**config.mk**
```make
export PLATFORM = sky130hd
export DESIGN_NAME = cascade_event_receiver_flat
export DESIGN_NICKNAME = d
export VERILOG_FILES = /design/src/rtl/cascade_event_receiver_if.sv /design/src/rtl/cascade_event_receiver.sv /design/src/flat_wrapper.sv
export SDC_FILE = /design/constraint.sdc
export NUM_CORES = 1
export LEC_CHECK = 0
export ABC_AREA = 0
export BUFFER_PORTS_ARGS = -buffer_cell sky130_fd_sc_hd__buf_4
export CAP_MARGIN = 20
export CORE_UTILIZATION = 55
export CTS_BUF_LIST = sky130_fd_sc_hd__clkbuf_16
export DETAILED_ROUTE_END_ITERATION = 10
export GPL_TIMING_DRIVEN = 1
export PLACE_DENSITY = 0.82
export SETUP_SLACK_MARGIN = 0.2
export SLEW_MARGIN = 20
export SYNTH_ARGS = -nofsm -noshare
export SYNTH_HDL_FRONTEND = slang
export SYNTH_SLANG_ARGS = --single-unit
```
**constraint.sdc**
```tcl
create_clock -name clk -period 5.5 [get_ports clk]
set_input_delay 0.275 -clock clk [delete_from_list [all_inputs] [get_ports clk]]
set_output_delay 0.275 -clock clk [all_outputs]
set_load 0.1 [all_outputs]
```
**src/rtl/cascade_event_receiver_if.sv**
```systemverilog
// Bundle between the cascade arbiter root / event consumer and the receiver.
// The receiver connects through the slave modport; the arbiter and consumer side uses master.
interface cascade_event_receiver_if #(
  parameter int N_ENTRIES  = 32,
  parameter int FIFO_DEPTH = 8
) ();
  localparam int IDX_W = $clog2(N_ENTRIES);
  localparam int LVL_W = $clog2(FIFO_DEPTH) + 1;

  logic                 req_in;
  logic [N_ENTRIES-1:0] grant_in;
  logic                 ack_out;
  logic                 evt_valid;
  logic                 evt_ready;
  logic [IDX_W-1:0]     evt_index;
  logic                 evt_err;
  logic [LVL_W-1:0]     fifo_level;

  modport master (
    output req_in, grant_in, evt_ready,
    input  ack_out, evt_valid, evt_index, evt_err, fifo_level
  );

  modport slave (
    input  req_in, grant_in, evt_ready,
    output ack_out, evt_valid, evt_index, evt_err, fifo_level
  );
endinterface

```
**src/rtl/cascade_event_receiver.sv**
```systemverilog
// Clocked 4-phase responder for the async cascade arbiter: it synchronises req, decodes the
// one-hot grant and queues winning indices in a FIFO; back-pressure works by withholding ack.
module cascade_event_receiver #(
  parameter int N_ENTRIES   = 32,
  parameter int FIFO_DEPTH  = 8,
  parameter int SYNC_STAGES = 2
) (
  input  logic                     clk,
  input  logic                     rst_n,
  cascade_event_receiver_if.slave  bus,
  output logic                     err_sticky,
  input  logic                     err_clr
);
  localparam int IDX_W = $clog2(N_ENTRIES);
  localparam int PTR_W = $clog2(FIFO_DEPTH);
  localparam int LVL_W = PTR_W + 1;

  typedef enum logic [1:0] {IDLE, ACK, RELEASE} state_t;

  state_t                 state_q, state_d;
  logic                   ack_q, ack_d;
  logic [SYNC_STAGES-1:0] sync_q, sync_d;
  logic [PTR_W-1:0]       wr_ptr_q, wr_ptr_d, rd_ptr_q, rd_ptr_d;
  logic [LVL_W-1:0]       level_q, level_d;
  logic                   err_q, err_d;
  logic [IDX_W:0]         mem_q [FIFO_DEPTH];
  logic [IDX_W:0]         mem_d [FIFO_DEPTH];

  logic                   req_s;
  logic [IDX_W-1:0]       dec_idx;
  logic                   dec_err;
  logic                   empty, full, pop, push;

  assign req_s = sync_q[SYNC_STAGES-1];
  assign empty = (level_q == '0);
  assign full  = (level_q == LVL_W'(FIFO_DEPTH));
  assign pop   = !empty && bus.evt_ready;

  // Lowest set bit wins so that a malformed grant still yields a deterministic index.
  always_comb begin
    dec_idx = '0;
    for (int i = N_ENTRIES - 1; i >= 0; i--) begin
      if (bus.grant_in[i]) dec_idx = IDX_W'(i);
    end
    dec_err = (bus.grant_in == '0) ||
              ((bus.grant_in & (bus.grant_in - N_ENTRIES'(1))) != '0);
  end

  always_comb begin
    state_d = state_q;
    push    = 1'b0;
    unique case (state_q)
      IDLE: begin
        if (req_s && (!full || pop)) begin
          push    = 1'b1;
          state_d = ACK;
        end
      end
      ACK: begin
        if (!req_s) state_d = RELEASE;
      end
      RELEASE: state_d = IDLE;
      default: state_d = IDLE;
    endcase
    ack_d = (state_d == ACK);
  end

  always_comb begin
    sync_d   = {sync_q[SYNC_STAGES-2:0], bus.req_in};
    wr_ptr_d = wr_ptr_q;
    rd_ptr_d = rd_ptr_q;
    level_d  = level_q;
    err_d    = err_q;
    mem_d    = mem_q;
    if (push) begin
      mem_d[wr_ptr_q] = {dec_err, dec_idx};
      wr_ptr_d        = wr_ptr_q + 1'b1;
    end
    if (pop) rd_ptr_d = rd_ptr_q + 1'b1;
    if (push && !pop)      level_d = level_q + 1'b1;
    else if (pop && !push) level_d = level_q - 1'b1;
    // A new error outranks a clear arriving in the same cycle.
    if (err_clr)           err_d = 1'b0;
    if (push && dec_err)   err_d = 1'b1;
  end

  always_ff @(posedge clk or negedge rst_n) begin
    if (!rst_n) begin
      state_q  <= IDLE;
      ack_q    <= 1'b0;
      sync_q   <= '0;
      wr_ptr_q <= '0;
      rd_ptr_q <= '0;
      level_q  <= '0;
      err_q    <= 1'b0;
      for (int i = 0; i < FIFO_DEPTH; i++) mem_q[i] <= '0;
    end else begin
      state_q  <= state_d;
      ack_q    <= ack_d;
      sync_q   <= sync_d;
      wr_ptr_q <= wr_ptr_d;
      rd_ptr_q <= rd_ptr_d;
      level_q  <= level_d;
      err_q    <= err_d;
      mem_q    <= mem_d;
    end
  end

  assign bus.ack_out    = ack_q;
  assign bus.evt_valid  = !empty;
  assign bus.evt_index  = empty ? '0 : mem_q[rd_ptr_q][IDX_W-1:0];
  assign bus.evt_err    = empty ? 1'b0 : mem_q[rd_ptr_q][IDX_W];
  assign bus.fifo_level = level_q;
  assign err_sticky     = err_q;
endmodule

```
**src/flat_wrapper.sv**
```systemverilog
// flat-port wrapper written by rule: the top's interface ports become plain ports
module cascade_event_receiver_flat 
#(
  parameter int N_ENTRIES   = 32,
  parameter int FIFO_DEPTH  = 8,
  parameter int SYNC_STAGES = 2
)
  (clk, rst_n, err_sticky, err_clr, bus_req_in, bus_grant_in, bus_evt_ready, bus_ack_out, bus_evt_valid, bus_evt_index, bus_evt_err, bus_fifo_level);
  cascade_event_receiver_if #(.N_ENTRIES(N_ENTRIES), .FIFO_DEPTH(FIFO_DEPTH)) bus_i ();
  input  logic clk;
  input  logic rst_n;
  output logic err_sticky;
  input  logic err_clr;
  input wire logic [$bits(bus_i.req_in)-1:0] bus_req_in;
  input wire logic [$bits(bus_i.grant_in)-1:0] bus_grant_in;
  input wire logic [$bits(bus_i.evt_ready)-1:0] bus_evt_ready;
  output wire logic [$bits(bus_i.ack_out)-1:0] bus_ack_out;
  output wire logic [$bits(bus_i.evt_valid)-1:0] bus_evt_valid;
  output wire logic [$bits(bus_i.evt_index)-1:0] bus_evt_index;
  output wire logic [$bits(bus_i.evt_err)-1:0] bus_evt_err;
  output wire logic [$bits(bus_i.fifo_level)-1:0] bus_fifo_level;
  assign bus_i.req_in = bus_req_in;
  assign bus_i.grant_in = bus_grant_in;
  assign bus_i.evt_ready = bus_evt_ready;
  assign bus_ack_out = bus_i.ack_out;
  assign bus_evt_valid = bus_i.evt_valid;
  assign bus_evt_index = bus_i.evt_index;
  assign bus_evt_err = bus_i.evt_err;
  assign bus_fifo_level = bus_i.fifo_level;
  cascade_event_receiver #(.N_ENTRIES(N_ENTRIES), .FIFO_DEPTH(FIFO_DEPTH), .SYNC_STAGES(SYNC_STAGES)) u_core (.clk(clk), .rst_n(rst_n), .bus(bus_i), .err_sticky(err_sticky), .err_clr(err_clr));
endmodule
```
==> impl_metrics.py, run 1 <==
metrics = {
    "placement": {
        "io_buffers": 49,
        "gp_congestion": 0.915,
        "dp_hpwl_um": 6080,
        "dp_cells": 476,
    },
    "sta": {
        "finalHoldViolCount": 0,
        "worst_pin_slew_ns": 0.990,
        "min_period_over_period": 0.519,
        "drv_slew": 0,
        "setup_viol": 0,
        "rsz0062_at_grt": "no",
        "fmax_ghz": 0.350,
        "layout_min_cycle_time_ns": 2.86,
        "skew_ns": 0.00717,
        "max_slew_margin": 0.335,
        "fin_setup_tns_ns": 0,
    },
    "cts": {
        "cts_resized": 0,
        "cts_hold_buffers": 0,
        "root_buffer": "clkbuf_16",
        "cts_tree": "yes",
        "htree_levels": 3,
        "cts_sinks": 64,
        "clkTransAtPathRegs_ns": 0.05,
        "cts_buffer_depth": 2,
        "cts-buffers-inserted": 9,
        "clk_latency_ns": 0.33,
        "cts_setup_buffers": 0,
    },
    "critical_path": {
        "arrival_ns": 3.06,
        "critPathKind": "reg2reg",
        "worst_r2r_startpoint": "u_core.bus.fifo_level[0]$_DFFE_PN0P_",
        "r2r_cells": 11,
        "cp.required_ns": 5.71,
        "startpoint_type": "register",
        "worstReg2RegEnd": "u_core.bus.fifo_level[3]$_DFFE_PN0P_",
        "regToRegSetupSlack_ns": 2.64,
        "crit_end": "u_core.bus.fifo_level[3]$_DFFE_PN0P_",
        "critPathCaptureType": "register",
        "path_max_fanout": 7,
        "crit_start": "u_core.bus.fifo_level[0]$_DFFE_PN0P_",
    },
    "floorplanning": {
        "die_h_um": 83.5,
        "coreArea_sq_um": 6390,
        "dieWidth_um": 83.5,
        "initial_core_util": 0.573,
        "ios": 50,
        "rows": 29,
        "die-area_sq_um": 6980,
    },
    "global_routing": {
        "grt_pass1_wl_um": 14600,
        "antenna_found_initial": 0,
        "grt_max_degree": 65,
        "grt_overflow": 0,
        "grtUsageTotal": 0.267,
        "grt_pass1_vias": 2991,
    },
    "synthesis": {
        "seq_area_frac_synth": 0.438,
        "yosysWarnings": 0,
        "syn_area_per_cell_sq_um": 9.83,
        "synth_area_leaders": "dfrtp_1, mux4_2, nand2_1",
        "syn_nets": 415,
        "ys_async_sr_fraction": 1.00,
        "synth_edf_count": 0,
        "yosysMostFrequentCell": "dfrtp_1",
        "synth_top_cells_by_count": "dfrtp_1, nand2_1, nor2_1",
        "synth_top_area_cell": "dfrtp_1",
        "syn_inst": 372,
        "ys.flop_type": "dfrtp_1",
        "yosys.area.top_type_share": 0.438,
        "netlist_area_sq_um": 3660,
        "ys_seq_elements": 64,
        "synth_cell_type_count": 49,
    },
    "pwr": {
        "p_leak_nw": 1.85,
        "powerDensity_nw_per_um2": 508,
        "vdd.ir_drop.worst_uv": 593,
    },
    "drt": {
        "via_count": 3122,
        "first_pass_iters": 5,
        "met3_wirelength_um": 381,
        "wirelength_um": 8740,
        "avgViaCountPerCell": 6.35,
        "top_layer_used": "met4",
        "avgRoutedWirePerCell_um": 17.8,
        "wl_met1_um": 3700,
        "drc": 0,
        "wl_met2_um": 4410,
        "ant_nets": 0,
        "first_iter_violations": 198,
    },
    "final_layout": {
        "fin_cells": 492,
        "antenna_cells": 0,
        "finalNetCount": 453,
        "drive_gt1_frac": 0.234,
        "syn_to_final_growth_pct": 19.2,
    },
    "job": {
        "cap_violations": 0,
    },
    "outcome": {
        "status": "completed",
    },
    "min_path": {
        "worst_hold_path_type": "in2async",
    },
}
[kinds of logic (layout without fill, tap and decap cells)]
kind of cell / Yosys count / after routing / synth area share
AO/OA/AOI/OAI: 92 / 92 / 0.160
XOR/XNOR: 8 / 8 / 0.0192
AND/OR/NAND/NOR: 128 / 128 / 0.171
adder cells (fa/ha/maj): 8 / 8 / 0.0284
buffers and inverters: 36 / 79 / 0.0400
multiplexers: 36 / 36 / 0.143
flip-flops: 64 / 64 / 0.438
[layout make-up]
type	count	area [sq um]
fillers	493	2030
multi-input cells	272	1920
flip-flops and latches	64	1600
repair buffers	50	375
clock buffers	9	225
well taps	77	96.3
clock inverters	7	87.6
inverters	13	48.8
[state kept, by name (all words and copies together) (netlist names)]
register,flops
u_core.bus.ack_out,1
u_core.bus.fifo_level,4
u_core.err_sticky,1
u_core.mem_q,48
u_core.rd_ptr_q,3
u_core.state_q,2
u_core.sync_q,2
u_core.wr_ptr_q,3
[worst min path at each step]
| stage | endpoint | cells past startpoint | slack, ns |
|---|---|---|---|
| after detailed placement | u_core.sync_q[1]$_DFF_PN0_ | 0 | 0.34 |
| after floorplan | u_core.bus.ack_out$_DFF_PN0_ | 0 | -0.02 |
| after global routing | u_core.sync_q[0]$_DFF_PN0_ | 1 | 0.05 |
| after CTS | u_core.sync_q[0]$_DFF_PN0_ | 1 | 0.05 |
| after global placement | u_core.sync_q[1]$_DFF_PN0_ | 0 | 0.33 |
| final | u_core.bus.fifo_level[0]$_DFFE_PN0P_ | 1 | 0.03 |
[where the power goes]
part           internal (mW)  total [mW]  switching, mW
registers              0.598       0.769          0.171
logic                  0.311       0.852          0.542
clock network          0.392       0.592          0.200
total                   1.30        2.21          0.912
[routing by layer]
layer / up-vias / GRT usage
met3: 21 / 0.0307
li1: 1455 / -
met1: 1521 / 0.345
met5: - / 0
met2: 125 / 0.454
met4: 0 / 0.122
[layout by cell type, fill, tap and decap left out, types with 4 or more instances in the layout]
cell type / instances
nor4_2: 4
or4_1: 7
mux4_2: 12
o31ai_1: 11
o21ai_0: 27
nand2_1: 45
nor3_1: 5
nor2_1: 37
a21oi_1: 23
clkbuf_16: 9
inv_1: 13
xnor2_1: 7
mux2i_1: 14
buf_4: 50
o21ai_1: 6
ha_1: 5
dfrtp_1: 64
nand3_1: 7
nor4_1: 9
mux2_2: 10
[through the flow]
step	total power, mW	hold WS [ns]	instance area [sq um]	worst slack (ns)	util
detailed placement	1.62	0.339	4030	2.32	0.631
finish	2.21	0.0287	4360	2.64	0.682
floorplan	1.41	-0.0206	3660	1.66	-
global placement	1.58	0.334	4030	2.44	0.631
CTS	2.21	0.0530	4340	2.31	0.680
global route	2.31	0.0489	4360	2.38	0.682
[critical path, stage by stage (launching register included)]
cell     delay [ns]
dfrtp_1        0.46
nor4_1         0.57
or3_1          0.31
inv_2          0.11
ha_1           0.23
inv_1          0.12
ha_1           0.25
a21o_1         0.16
a21oi_1        0.18
xnor2_1        0.14
nor2_1         0.06
xor2_1         0.14
No activity file was read; power rests on OpenSTA's default activity.
==> run 2: changes to the inputs <==
==> constraint.sdc (replaced) <==
create_clock -name clk -period 2.8 [get_ports clk]
set_input_delay 0.14 -clock clk [delete_from_list [all_inputs] [get_ports clk]]
set_output_delay 0.14 -clock clk [all_outputs]
set_load 0.1 [all_outputs]
==> impl_metrics.py, run 2 (same netlist as run 1, synthesis figures left out) <==
metrics = {
    "final_layout": {
        "finalNetCount": 474,
        "drive_gt1_frac": 0.289,
        "top_register": "u_core.mem_q",
        "layout_common_cells": "buf_4, dfrtp_1, nand2_1",
        "syn_to_final_growth_pct": 23.8,
        "utilization": 0.709,
        "fin_area_sq_um": 4530,
        "antenna_cells": 0,
        "largest_reg_flops": 48,
        "layout_commonest_cell": "buf_4",
        "fill_cells": 472,
    },
    "critical_path": {
        "startpoint_type": "register",
        "critPathKind": "reg2reg",
        "path_max_fanout": 7,
        "critPathCaptureType": "register",
        "worst_r2r_startpoint": "u_core.bus.fifo_level[3]$_DFFE_PN0P_",
        "arrival_ns": 2.65,
        "crit_start": "u_core.bus.fifo_level[3]$_DFFE_PN0P_",
        "cp.required_ns": 3.00,
    },
    "drt": {
        "first_pass_iters": 4,
        "avgRoutedWirePerCell_um": 17.2,
        "ant_nets": 0,
        "drc": 0,
        "wirelength_um": 8810,
        "first_iter_violations": 226,
        "via_count": 3150,
        "avgViaCountPerCell": 6.14,
    },
    "floorplanning": {
        "rows": 29,
        "initial_core_util": 0.573,
        "die_h_um": 83.5,
        "dieWidth_um": 83.5,
        "die-area_sq_um": 6980,
        "ios": 50,
        "coreArea_sq_um": 6390,
    },
    "global_routing": {
        "grt_pass1_wl_um": 14600,
        "grt_max_degree": 65,
        "antenna_found_initial": 0,
        "grtUsageTotal": 0.270,
        "grt_overflow": 0,
        "grt_pass1_vias": 3043,
    },
    "cts": {
        "cts_sinks": 64,
        "cts-buffers-inserted": 9,
        "clk_latency_ns": 0.32,
        "cts_buffer_depth": 2,
        "cts_tree": "yes",
        "cts_setup_buffers": 0,
        "htree_levels": 3,
        "clkTransAtPathRegs_ns": 0.05,
        "root_buffer": "clkbuf_16",
    },
    "sta": {
        "finalHoldViolCount": 0,
        "layout_min_cycle_time_ns": 2.45,
        "fmax_ghz": 0.409,
        "min_period_over_period": 0.874,
        "setup_slack_ns": 0.354,
        "setup_viol": 0,
        "drv_slew": 0,
        "max_slew_margin": 0.324,
        "worst_pin_slew_ns": 1.01,
        "rsz0062_at_grt": "no",
        "skew_ns": 0.00322,
        "hold-worst-slack_ns": 0.124,
    },
    "outcome": {
        "status": "completed",
    },
    "placement": {
        "io_buffers": 49,
        "dp_hpwl_um": 6080,
        "place_ws_ns": -0.0705,
        "gp_congestion": 1.00,
        "placed_area_sq_um": 4240,
    },
    "min_path": {
        "worst_hold_path_type": "in2reg",
        "worstHoldStart": "bus_evt_ready",
    },
    "pwr": {
        "p_leak_nw": 1.94,
        "p_total_mw": 4.24,
        "powerDensity_nw_per_um2": 937,
        "vdd.ir_drop.worst_uv": 1340,
    },
    "job": {
        "cap_violations": 0,
    },
}
-- run 2: what timing repair did --
item / in CTS / in global routing
endpoints found under the hold margin: 65 / 0
gates resized for setup: 0 / 3
hold buffers: 2 / 0
endpoints found under the setup margin: 0 / 10
-- run 2: metal layers --
metal  wire, um  GRT usage  vias to the layer above
met5          0          0                        -
met4        134     0.0955                        0
met3        453     0.0584                       11
met2       4540      0.460                      103
met1       3680      0.343                     1539
li1           -          -                     1497
-- run 2: report_power, final --
part	internal, mW	total [mW]	leakage, nW	switching, mW
registers	1.19	1.48	0.815	0.289
clock network	0.579	0.943	0.133	0.364
logic	0.671	1.82	0.987	1.15
-- run 2: layout make-up --
class / instances / area, sq um / area share
clock inverter: 7 / 30.0 / 0.00663
multi-input combinational: 272 / 1980 / 0.437
timing repair buffer: 71 / 538 / 0.119
clock buffer: 9 / 225 / 0.0497
inverter: 13 / 52.6 / 0.0116
sequential: 64 / 1610 / 0.355
tap: 77 / 96.3 / 0.0213
-- run 2: worst paths after layout --
kind,cells after the start,endpoint,slack [ns]
max,13,u_core.bus.fifo_level[3]$_DFFE_PN0P_,0.35
min,3,u_core.rd_ptr_q[2]$_DFFE_PN0P_,0.12
max reg2reg,13,u_core.bus.fifo_level[3]$_DFFE_PN0P_,0.35
min reg2reg,0,u_core.sync_q[1]$_DFF_PN0_,0.34
max in group asynchronous,2,u_core.bus.fifo_level[2]$_DFFE_PN0P_,1.76
min in group asynchronous,2,u_core.bus.fifo_level[3]$_DFFE_PN0P_,0.47
-- run 2: metrics by stage --
step                cells  TNS [ns]
CTS                   513         0
floorplan             372    -0.437
global route          513         0
finish                513         0
detailed placement    495    -0.485
global placement      495    -0.888
-- run 2: worst max-delay path, cell delays in order (launching register included) --
cell and delay (ns):
dfrtp_2 0.44, nand2b_1 0.11, nor4_2 0.06, buf_4 0.14, or3_1 0.38, inv_2 0.16
ha_4 0.16, inv_2 0.06, ha_4 0.20, a21o_1 0.16, a21oi_2 0.13, xnor2_1 0.12
nor2_1 0.07, xor2_1 0.14
